`config.mk`:
```
export PLATFORM = sky130hd
export DESIGN_NAME = life_gen_sequencer
export DESIGN_NICKNAME = d
export VERILOG_FILES = /design/src/rtl/life_gen_sequencer.sv
export SDC_FILE = /design/constraint.sdc
export NUM_CORES = 1
export LEC_CHECK = 0
export BUFFER_PORTS_ARGS = -buffer_cell sky130_fd_sc_hd__buf_4
export CORE_UTILIZATION = 35
export DETAILED_ROUTE_END_ITERATION = 8
export GPL_TIMING_DRIVEN = 0
export PLACE_DENSITY = 0.63
export SLEW_MARGIN = 25
export SYNTH_ARGS = -nofsm -noshare
export SYNTH_HDL_FRONTEND = slang
export SYNTH_SLANG_ARGS = --single-unit
```
`constraint.sdc`:
```
create_clock -name clock_50 -period 1.8 [get_ports clock_50]
set_clock_uncertainty 0.1 [all_clocks]
set_input_delay 0.18 -clock clock_50 [delete_from_list [all_inputs] [get_ports clock_50]]
set_output_delay 0.18 -clock clock_50 [all_outputs]
set_load 0.1 [all_outputs]
```
`src/rtl/life_gen_sequencer.sv`:
```
// rtl/life_gen_sequencer.sv - Game of Life generation sequencer: frame-synchronous sweeps over ping-pong cell buffers

module life_gen_sequencer #(
  parameter int COLS     = 64,
  parameter int ROWS     = 48,
  parameter int RATE_DIV = 1600,
  parameter int GEN_W    = 16
) (
  input  logic             clock_50,
  input  logic             reset_n,
  input  logic             run,
  input  logic             step,
  input  logic             load,
  input  logic             frame_start,
  input  logic             upd_ready,
  output logic             upd_valid,
  output logic [11:0]      upd_addr,
  output logic [5:0]       upd_col,
  output logic [5:0]       upd_row,
  output logic             load_mode,
  output logic             buf_sel,
  output logic             busy,
  output logic             gen_done,
  output logic [GEN_W-1:0] gen_count
);

  localparam int              DIV_W     = (RATE_DIV > 2) ? $clog2(RATE_DIV) : 1;
  localparam logic [DIV_W-1:0] DIV_LAST = DIV_W'(RATE_DIV - 1);
  localparam logic [11:0]     LAST_ADDR = 12'(COLS * ROWS - 1);
  localparam logic [5:0]      LAST_COL  = 6'(COLS - 1);

  typedef enum logic [1:0] {IDLE, ARMED, SWEEP, SWAP} state_t;

  state_t           state;
  logic [DIV_W-1:0] div_cnt;
  logic             gen_pend;
  logic             load_pend;
  logic             div_tick;
  logic             gen_req;
  logic             gen_any;
  logic             load_any;

  // Requests arriving this cycle count as pending so a coincident frame_start is not lost.
  always_comb begin
    div_tick = run && (div_cnt == DIV_LAST);
    gen_req  = div_tick || (step && !run);
    gen_any  = gen_pend || gen_req;
    load_any = load_pend || load;
  end

  always_ff @(posedge clock_50 or negedge reset_n) begin
    if (!reset_n) begin
      div_cnt <= '0;
    end else if (!run || div_cnt == DIV_LAST) begin
      div_cnt <= '0;
    end else begin
      div_cnt <= div_cnt + 1'b1;
    end
  end

  always_ff @(posedge clock_50 or negedge reset_n) begin
    if (!reset_n) begin
      state     <= IDLE;
      gen_pend  <= 1'b0;
      load_pend <= 1'b0;
      upd_valid <= 1'b0;
      upd_addr  <= '0;
      upd_col   <= '0;
      upd_row   <= '0;
      load_mode <= 1'b0;
      buf_sel   <= 1'b0;
      busy      <= 1'b0;
      gen_done  <= 1'b0;
      gen_count <= '0;
    end else begin
      gen_done <= 1'b0;
      if (gen_req) gen_pend  <= 1'b1;
      if (load)    load_pend <= 1'b1;

      case (state)
        IDLE, ARMED: begin
          if (frame_start && (gen_any || load_any)) begin
            state     <= SWEEP;
            upd_valid <= 1'b1;
            busy      <= 1'b1;
            // Preset load takes priority; the other request stays queued.
            if (load_any) begin
              load_mode <= 1'b1;
              load_pend <= 1'b0;
            end else begin
              load_mode <= 1'b0;
              gen_pend  <= 1'b0;
            end
          end else if (gen_any || load_any) begin
            state <= ARMED;
          end
        end

        SWEEP: begin
          if (upd_ready) begin
            if (upd_addr == LAST_ADDR) begin
              state     <= SWAP;
              upd_valid <= 1'b0;
              buf_sel   <= ~buf_sel;
              gen_done  <= 1'b1;
              gen_count <= load_mode ? '0 : gen_count + 1'b1;
              upd_addr  <= '0;
              upd_col   <= '0;
              upd_row   <= '0;
            end else begin
              upd_addr <= upd_addr + 12'd1;
              if (upd_col == LAST_COL) begin
                upd_col <= '0;
                upd_row <= upd_row + 6'd1;
              end else begin
                upd_col <= upd_col + 6'd1;
              end
            end
          end
        end

        SWAP: begin
          busy      <= 1'b0;
          load_mode <= 1'b0;
          state     <= (gen_any || load_any) ? ARMED : IDLE;
        end

        default: state <= IDLE;
      endcase
    end
  end

endmodule

```
Yosys cells after proc, flatten, opt, wreduce, memory -nomap -nowiden
Index checks and enable logic that the tools add are counted.
{ "word_totals": {"input_bits": 7, "output_inout_bits": 45, "elab_cells": 81, "regBits": 60} }
{ "op_classes": {"reduce_logical": 20, "bitwise_logic": 1, "mux": 32, "eq_ne": 10, "add_sub_neg": 5} }
{ "op_table": {"columns": ["op", "n"], "rows": [
  ["2-to-1 mux 6 bit", 4],
  ["2-to-1 mux 1 bit", 17],
  ["adder 16 x 1 -> 16 bit, second input constant", 1],
  ["2-to-1 mux 16 bit", 1],
  ["adder 12 x 1 -> 12 bit, second input constant", 1],
  ["adder 6 x 1 -> 6 bit, second input constant", 2],
  ["equality test 12 bit, second input constant", 1],
  ["2-to-1 mux 12 bit", 1],
  ["adder 11 x 1 -> 11 bit, second input constant", 1],
  ["equality test 11 bit, second input constant", 1],
  ["2-to-1 mux 11 bit", 1],
  ["AND reduction 3 bit", 3],
  ["2-to-1 mux 2 bit", 4],
  ["equality test 6 bit, second input constant", 1],
  ["inequality test 2 bit, second input constant", 3],
  ["one-hot mux 1 bit (2 select lines)", 3],
  ["one-hot mux 2 bit (3 select lines)", 1],
  ["nonzero test 2 bit", 3],
  ["logical OR 1 bit", 5],
  ["equality test 2 bit, second input constant", 2],
  ["AND reduction 2 bit", 2],
  ["AND reduction 4 bit", 1],
  ["logical AND 1 bit", 3],
  ["inequality test 3 bit, second input constant", 1],
  ["other kinds (5)", 5]
]} }

Depth between registers and ports, before layout
Gate-level depths: netlist (run 1).
{ "logic_depth": {"ltp_word": 8, "depth_mapped": 8, "depth_no_buf": 6} }

Worst setup path before layout (run 1)
Ideal clock, no wire load.
{ "synth_path": {"path_kind": "reg-to-reg", "start": "reg upd_addr[0]", "end": "reg upd_row[0]", "stages_incl_launch_ff": 8, "path_buffers": 1, "required_time_ns": 1.574, "setup_ns": 0.126, "t_arrival_ns": 2.513, "path_slack_ns": -0.939, "synth_period_minus_slack_ns": 2.739, "path_cell_list": "dfrtp_1 -> ha_1 -> nand3_1 -> nor2_4 -> nand4b_2 -> buf_2 -> nand2_1 -> mux2_2"} }
{ "synth_between": {"elab_chain_cells": 3, "elab_cells_between_ends": 4, "classes_between": "eq/ne: 1; mux: 1; reduce/logical: 2"} }
{ "synth_lines": {"columns": ["item", "line_no", "source"], "rows": [
  ["from (decl)", "17", "output logic [11:0] upd_addr,"],
  ["from (signal assigned)", "111", "upd_addr <= upd_addr + 12'd1;"],
  ["equality test 12 bit (*)", "101", "if (upd_addr == LAST_ADDR) begin"],
  ["nonzero test 2 bit (no source line)", null, null],
  ["AND reduction 3 bit (no source line)", null, null],
  ["to (signal assigned)", "114", "upd_row <= upd_row + 6'd1;"],
  ["to (decl)", "19", "output logic [5:0] upd_row,"]
]} }
Every way passes the cells marked *; elsewhere a longest branch is shown, timed or not.
A chain may end at the register's enable or synchronous reset.

Final worst setup path (run 1)
{ "layout_path": {"start": "reg div_cnt[1]", "end": "reg state[0]"} }
{ "layout_between": {"elab_chain_cells": 8, "elab_cells_between_ends": 11, "classes_between": "eq/ne: 2; mux: 3; reduce/logical: 6"} }
{ "layout_lines": {"columns": ["item", "line_no", "source"], "rows": [
  ["from (decl)", "35", "logic [DIV_W-1:0] div_cnt;"],
  ["from (signal assigned)", "57", "div_cnt <= div_cnt + 1'b1;"],
  ["equality test 11 bit (*)", "45", "div_tick = run && (div_cnt == DIV_LAST);"],
  ["logical AND 1 bit (*)", "45", null],
  ["logical OR 1 bit (*)", "46", "gen_req = div_tick || (step && !run);"],
  ["logical OR 1 bit (*)", "47", "gen_any = gen_pend || gen_req;"],
  ["logical OR 1 bit (*)", "82, 94, 125", null],
  ["logical AND 1 bit", "82", "if (frame_start && (gen_any || load_any)) begin"],
  ["inequality test 3 bit (no source line) / 2-to-1 mux 2 bit (equally long branches)", null, null],
  ["AND reduction 3 bit (no source line) / one-hot mux 2 bit (3 select lines) (equally long branches)", null, null],
  ["to (signal assigned)", "125", "state <= (gen_any || load_any) ? ARMED : IDLE;"],
  ["to (decl)", "34", "state_t state;"]
]} }
Marks and branches as above.

==> metrics.md, run 1 <==
| Metric | Value |
|---|---|
| Result of the run | finished, violations left |
| Violated checks | setup timing |
| Num CTS Buffers | 9 |
| Maximum number of buffers from clock root to sink | 2 |
| Combinational share of power | about a third |
| Floorplan Core Area | roughly 0.0083 mm² |
| Kind of start point of the critical path | flip-flop |
| GRT Overall Usage | between 10% and 20% |
| Count of buffers inserted at the top-level ports | 51 |
| Total power density per cell area | roughly 1100 mW/mm² |
| Initial antenna violation count | 0 |
| Post-Route Utilization | 52.6% |
| Relative area change from synthesis to final layout | 44.1% |
| Yosys synthesis warning count | 0 |
| Share of power burned in the clock network | between 20% and 30% |
| Antenna diodes | 0 |
| CTS tree | done |
| Proportion of power drawn by flip-flops and latches | 37.6% |
| DRC violations left | 0 |
| Area of the die | approximately 0.009 mm² |
| Die outline height | about 95 µm |
| Count of unique library cells instantiated by Yosys | 46 |
| Final Slew Violations | 0 |
| Synth Area in Simple Gates | 28.8% |
| Syn Std Cell Area | 0.00301 mm² |
| Critical Path RT | 1.96 ns |
| Routed Antenna Nets | 0 |
| Worst-margin pin slew | 0.754 ns |
| Max rail drop VDD | 0.740 mV |
| Number of synthesized register bits | 60 |
| Final worst-path cycle share | 105% |
| Setup violation total in the final timing report | 11 |
| Main combinational cell family by area after synthesis | simple AND/OR/NAND/NOR gates |
| Post-detailed-placement half-perimeter wirelength | ~4500 µm |
| Biggest area contributors in the synthesized netlist | dfrtp_1 (50%), xor2_1 (4.9%), nand2_1 (4.4%) |
| Count of boundary I/O pins | between 50 and 60 |
| Fraction of synthesis flops using an asynchronous set or reset pin | 100% |
| Switching share of power | between 40% and 50% |
| Drt first pass iters | 5 |
| Routed vias/inst | just over 5 |
| Maximum capacitance violations | 0 |
| Worst path setup slack after routing | -0.0877 ns |
| Internal Pwr Total | 2740 µW |
| Psw | about 1800 µW |
| Fraction of layout instances using a drive strength above 1 | 43.0% |
| Via total after detailed routing | approximately 2600 |
| Number of standard-cell rows in the floorplan | 33 |
| Die boundary width | 94.8 µm |
| Post-synthesis cell count | about 300 |
| Number of flops mapped to enable cells by yosys | 0 |
| Class of the tightest hold or removal check | in -> reg |
| Post-synthesis area per instance | around 10 µm² |
| Initial detailed-routing violation count | 64 |
| Cell taking the most area after synthesis | dfrtp_1 |
| Routed wire per std cell | approximately 15 µm |
| Post-route total power | roughly 4600 µW |
| Maximum clock frequency | between 500 and 600 MHz |
| Unrepaired setup endpoints after global routing | yes |
| Mux share of post-synthesis cell area | 1.08% |
| Fraction of the mapped netlist area in compound gates | under 10% |
| Setup Crit Path Kind | reg -> reg |
| Overall routed net length | just over 7000 µm |
| Nature of the critical path endpoint | flip-flop |
| Adder-cell share of the synthesized area | between 2 and 2.5% |
| Arr. time, crit path | just over 2 ns |
| Most used flip-flop cell after synthesis | dfrtp_1 |
| Clock slew at reported path FFs | about 0.07 ns |
| Min cycle time layout | around 1.9 ns |
| Overflow left after global routing | 0 |
| Number of endpoints with negative hold slack in the final report | 0 |
| Post-synthesis net count | roughly 310 |
| XOR/XNOR Fraction of Synth Area | ~7.3% |
| Clock latency at the later pin of the worst-skew pair | between 0.3 and 0.4 ns |
| Global-route wire length before repair | around 12000 µm |
| Sequential element share of the synthesized area | 49.8% |
| Maximum fanout count along the critical path | 6 |
| Number of nets in the layout | 402 |
| Total number of H-tree levels | 3 |
| Maximum number of pins on one net before global-route repair | 61 |
| Max transition margin | 49.7% |
| Final GP Congestion | around 0.79 |
| Share of the synthesized area in the top cell type | roughly 50% |
| CTS sink cnt | 60 |
| Initial core utilization | a little over a third |
| Leak | around 0.0020 µW |
| Fill count | roughly 730 |
| Root cell of the clock tree | clkbuf_8 |
| Via count of the first global-routing pass | 2404 |
-- cells in the final DEF, fill, tap and decap left out, types with 3 or more instances in the layout --
| cell | instances |
|---|---|
| a21o_1 | 3 |
| a22oi_2 | 6 |
| and3_1 | 7 |
| and4_1 | 6 |
| buf_4 | 74 |
| buf_6 | 4 |
| clkbuf_1 | 3 |
| clkbuf_8 | 13 |
| dfrtp_1 | 29 |
| dfrtp_2 | 20 |
| dfrtp_4 | 11 |
| ha_4 | 3 |
| inv_1 | 5 |
| nand2_1 | 34 |
| nand2b_1 | 3 |
| nand3_1 | 23 |
| nand3b_1 | 5 |
| nand4_1 | 10 |
| nor2_1 | 30 |
| nor2b_1 | 9 |
| nor3_2 | 3 |
| o21ai_0 | 6 |
| o41ai_2 | 5 |
| or4_1 | 5 |
| xnor2_1 | 8 |
| xor2_1 | 17 |
-- flip-flops by register name, summed over array words and instances (netlist names) --
signal / flops
buf_sel: 1
busy: 1
div_cnt: 11
gen_count: 16
gen_done: 1
gen_pend: 1
load_mode: 1
load_pend: 1
state: 2
upd_addr: 12
upd_col: 6
upd_row: 6
upd_valid: 1
-- worst paths after layout --
kind / cells after the start / startpoint / to / slack [ns]
worst max-delay path: 6 / div_cnt[1] / state[0] / -0.09
worst min-delay path: 3 / load / load_pend / 0.02
worst max register to register: 6 / div_cnt[1] / state[0] / -0.09
worst min register to register: 1 / buf_sel / buf_sel / 0.38
max in group asynchronous: 2 / reset_n / gen_count[1] / 0.67
min in group asynchronous: 2 / reset_n / upd_addr[6] / 0.35
-- final cells by class --
class	instances	area, µm²	area share [%]
clock buffer	13	179	4.12
inverter	6	26.3	0.605
multi-input combinational	226	1670	38.5
timing repair buffer	79	651	15.0
clock inverter	3	42.5	0.980
sequential	60	1570	36.1
buffer	8	71.3	1.64
tap	105	131	3.03
-- synth_stat cells (3+ instances only) --
cell type and n:
a21o_1 3, a22oi_1 8, and3_1 7, and4_1 6
buf_2 4, clkbuf_1 4, dfrtp_1 60, ha_1 5
inv_1 6, nand2_1 35, nand2b_1 3, nand3_1 25
nand3b_1 5, nand4_1 10, nor2_1 31, nor2b_1 9
nor3_1 5, o21ai_0 7, o41ai_1 6, or4_1 5
or4b_1 3, xnor2_1 8, xor2_1 17
-- power groups by stage --
stage / combinational (µW) / clock [µW] / sequential, µW
after floorplan: 409 / 0 / 2420
after global placement: 1420 / 0 / 1750
after detailed placement: 1430 / 0 / 1750
after CTS: 1530 / 1340 / 1710
after global routing: 1650 / 1400 / 1750
final: 1550 / 1310 / 1720
-- metrics by stage --
| step | setup slack [ns] | instance area (µm²) | setup TNS, ns | cells | hold slack (ns) |
|---|---|---|---|---|---|
| floorplan | -0.234 | 3210 | -4.84 | 301 | -0.216 |
| global placement | -0.232 | 3720 | -5.28 | 457 | 0.210 |
| detailed placement | -0.246 | 3720 | -5.86 | 457 | 0.202 |
| CTS | -0.0940 | 4260 | -0.362 | 496 | 0.0101 |
| global route | -0.166 | 4340 | -2.28 | 500 | 0.0398 |
| finish | -0.0877 | 4340 | -0.340 | 500 | 0.0173 |
-- cell families (layout without fill, tap and decap cells) --
| logic type | Yosys count | in the layout |
|---|---|---|
| simple gates | 158 | 159 |
| mux | 3 | 3 |
| xor+xnor | 25 | 25 |
| fa+ha+maj | 5 | 5 |
| buf+inv | 16 | 109 |
| compound gates | 34 | 34 |
| flops | 60 | 60 |
-- per-layer routing --
metal / vias up / GRT usage [%] / routed length (µm)
li1: 1262 / - / -
met5: - / 0 / 0
met3: 6 / 5.31 / 231
met4: 0 / 4.42 / 79
met2: 42 / 27.8 / 3610
met1: 1245 / 22.2 / 3340
-- repair_timing --
action                                 CTS  global route
endpoints found under the hold margin   61             0
setup endpoints to repair               37            33
pin swaps                                9            10
gates cloned                             3             1
resized for setup                       16            13
hold buffers                             2             0
setup buffers                           18             5
-- worst max-delay path: stages (launching register included) --
cell and delay [ns]:
dfrtp_1 0.41, ha_4 0.18, nor3b_4 0.14, and4_4 0.19
or3_4 0.40, a22o_1 0.25, nor3_2 0.14
No activity file was read; power rests on OpenSTA's default activity.
==> run 2: changes to the inputs <==
--- a/config.mk
+++ b/config.mk
@@ -6,10 +6,10 @@
 export NUM_CORES = 1
 export LEC_CHECK = 0
 export BUFFER_PORTS_ARGS = -buffer_cell sky130_fd_sc_hd__buf_4
-export CORE_UTILIZATION = 35
+export CORE_UTILIZATION = 50
 export DETAILED_ROUTE_END_ITERATION = 8
 export GPL_TIMING_DRIVEN = 0
-export PLACE_DENSITY = 0.63
+export PLACE_DENSITY = 0.82
 export SLEW_MARGIN = 25
 export SYNTH_ARGS = -nofsm -noshare
 export SYNTH_HDL_FRONTEND = slang
==> run 2 against run 1 <==
Effect of this change:
- the flow still finishes with violations (setup timing)
- clock power fell by 5%
- critical path depth unchanged
- flip-flop and latch count stayed put
- utilization grew 20 points
- hold slack worse by 0.0079 ns
==> metrics.md, run 2 (synthesis gave the netlist of run 1 again) <==
| Metric | Value |
|---|---|
| Leak | just under 0.002 µW |
| Number of standard-cell rows in the floorplan | 27 |
| Final worst-path cycle share | 104% |
| Drt first pass iters | 4 |
| Root cell of the clock tree | clkbuf_8 |
| Initial antenna violation count | 0 |
| CTS tree | done |
| Routed vias/inst | around 5.7 |
| Class of the tightest hold or removal check | in -> reg |
| Total number of H-tree levels | 3 |
| Clock slew at reported path FFs | about 0.070 ns |
| Count of boundary I/O pins | 52 |
| Most frequent standard cell in the layout excluding fill and tap cells | buf_4 |
| Maximum fanout count along the critical path | 6 |
| Total power density per cell area | 1100 mW/mm² |
| Maximum number of buffers from clock root to sink | 2 |
| Flip-flop count of the largest register after layout | 16 |
| Fraction of layout instances using a drive strength above 1 | 40.1% |
| Violated checks | setup timing |
| Count of buffers inserted at the top-level ports | 51 |
| Nature of the critical path endpoint | flip-flop |
| Number of nets in the layout | roughly 390 |
| Maximum number of pins on one net before global-route repair | slightly above 60 |
| Maximum capacitance violations | 0 |
| Post-Route Utilization | ~73% |
| Via count of the first global-routing pass | about 2600 |
| DRC violations left | 0 |
| Total cell area at the placement stage | 0.00368 mm² |
| Commonest cells after routing, fill and taps aside | buf_4 (71), nand2_1 (34), nor2_1 (30) |
| Setup Crit Path Kind | reg -> reg |
| Critical Path RT | 1.96 ns |
| Die outline height | between 70 and 80 µm |
| Initial detailed-routing violation count | around 140 |
| GR Util met1 | a little under a third |
| Result of the run | finished, violations left |
| Overflow left after global routing | 0 |
| Max transition margin | about 50% |
| GRT Overall Usage | between 20% and 30% |
| Unrepaired setup endpoints after global routing | yes |
| Area of the die | approximately 0.0063 mm² |
| Routed wire per std cell | 16.1 µm |
| Kind of start point of the critical path | flip-flop |
| Worst-margin pin slew | 0.745 ns |
| Global-route wire length before repair | approximately 12000 µm |
| Global-route met2 utilization | around two fifths |
| Number of endpoints with negative hold slack in the final report | 0 |
| Floorplan Core Area | 0.00564 mm² |
| Max rail drop VDD | roughly 0.93 mV |
| Initial core utilization | 53.4% |
| Fill count | approximately 390 |
| Post-detailed-placement half-perimeter wirelength | around 4400 µm |
| Grt met3 use | 4.46% |
| Antenna diodes | 0 |
| Overall routed net length | 7410 µm |
| Register containing the most flip-flops in the final layout | gen_count |
| Min cycle time layout | 1.87 ns |
| Via total after detailed routing | 2600 |
| Leading registers by flop count | gen_count: 16 flops, upd_addr: 12 flops, div_cnt: 11 flops |
| Final GP Congestion | roughly 0.79 |
| CTS sink cnt | 60 |
| Worst path setup slack after routing | -0.0690 ns |
| Post-Layout Inst Area | 0.00411 mm² |
| Final Slew Violations | 0 |
| Relative area change from synthesis to final layout | 36.3% |
| Setup violation total in the final timing report | 17 |
| Num CTS Buffers | 9 |
| Clock latency at the later pin of the worst-skew pair | about 0.34 ns |
| Die boundary width | ~80 µm |
| Most used routing layer | met2 |
| Routed Antenna Nets | 0 |
| Arr. time, crit path | 2.03 ns |
| Maximum clock frequency | between 500 and 600 MHz |
-- run 2: cell types whose count changed in the layout (fill, tap and decap cells not counted), sizes merged --
cell / before / now
inv: 5 / 6
clkinv: 1 / 2
clkinvlp: 2 / 1
bufbuf: 1 / 0
dlygate4sd3: 2 / 1
buf: 81 / 75
clkbuf: 16 / 15
-- run 2: path summary, 6_finish.rpt --
check	startpoint	to	slack, ns	cells past startpoint
worst max-delay path	div_cnt[0]	state[0]	-0.07	6
worst min-delay path	load	load_pend	0.009	3
worst max register to register	div_cnt[0]	state[0]	-0.07	6
worst min register to register	buf_sel	buf_sel	0.38	1
max in group asynchronous	reset_n	upd_addr[8]	0.67	2
min in group asynchronous	reset_n	div_cnt[3]	0.34	2
-- run 2: repair_timing --
action / in CTS / in global routing
gates resized for setup: 7 / 9
buffers inserted: 12 / 7
hold buffers: 1 / 0
endpoints found under the hold margin: 60 / 0
setup endpoints to repair: 37 / 29
cloned: 1 / 0
pin swaps: 5 / 5
-- run 2: routing by layer --
| layer | vias to the layer above | part of all wire, % |
|---|---|---|
| li1 | 1245 | - |
| met1 | 1276 | 44 |
| met2 | 58 | 50 |
| met3 | 21 | 3.4 |
| met4 | 0 | 3.2 |
| met5 | - | 0 |
-- run 2: cell type report --
cell class	instances	area [µm²]	share of cell area [%]
buffer	8	76.3	1.86
clock buffer	12	155	3.78
clock inverter	4	47.5	1.16
inverter	6	22.5	0.548
multi-input combinational	226	1610	39.3
sequential	60	1570	38.2
tap	72	90.1	2.19
timing repair buffer	71	536	13.0
-- run 2: power breakdown --
part           internal (µW)  switching, µW
clock network            711            535
registers               1520            180
logic                    418           1150
total                   2650           1860
-- run 2: metrics by stage --
stage                     total power [µW]  setup WS [ns]  setup TNS [ns]  std cells  hold WS, ns
after floorplan                       2820         -0.234           -4.84        301       -0.216
after global placement                3140         -0.217           -4.86        424        0.194
after detailed placement              3170         -0.243           -5.80        424        0.200
after CTS                             4470         -0.124          -0.215        454     0.000282
after global routing                  4690         -0.146           -2.07        459       0.0316
final                                 4520        -0.0690          -0.344        459      0.00931
-- run 2: critical path, cell delays in order (launching register included) --
cell     delay (ns)
dfrtp_2        0.43
ha_4           0.17
nor3b_4        0.15
and4_4         0.19
or3_4          0.43
a22o_1         0.24
nor3_2         0.10
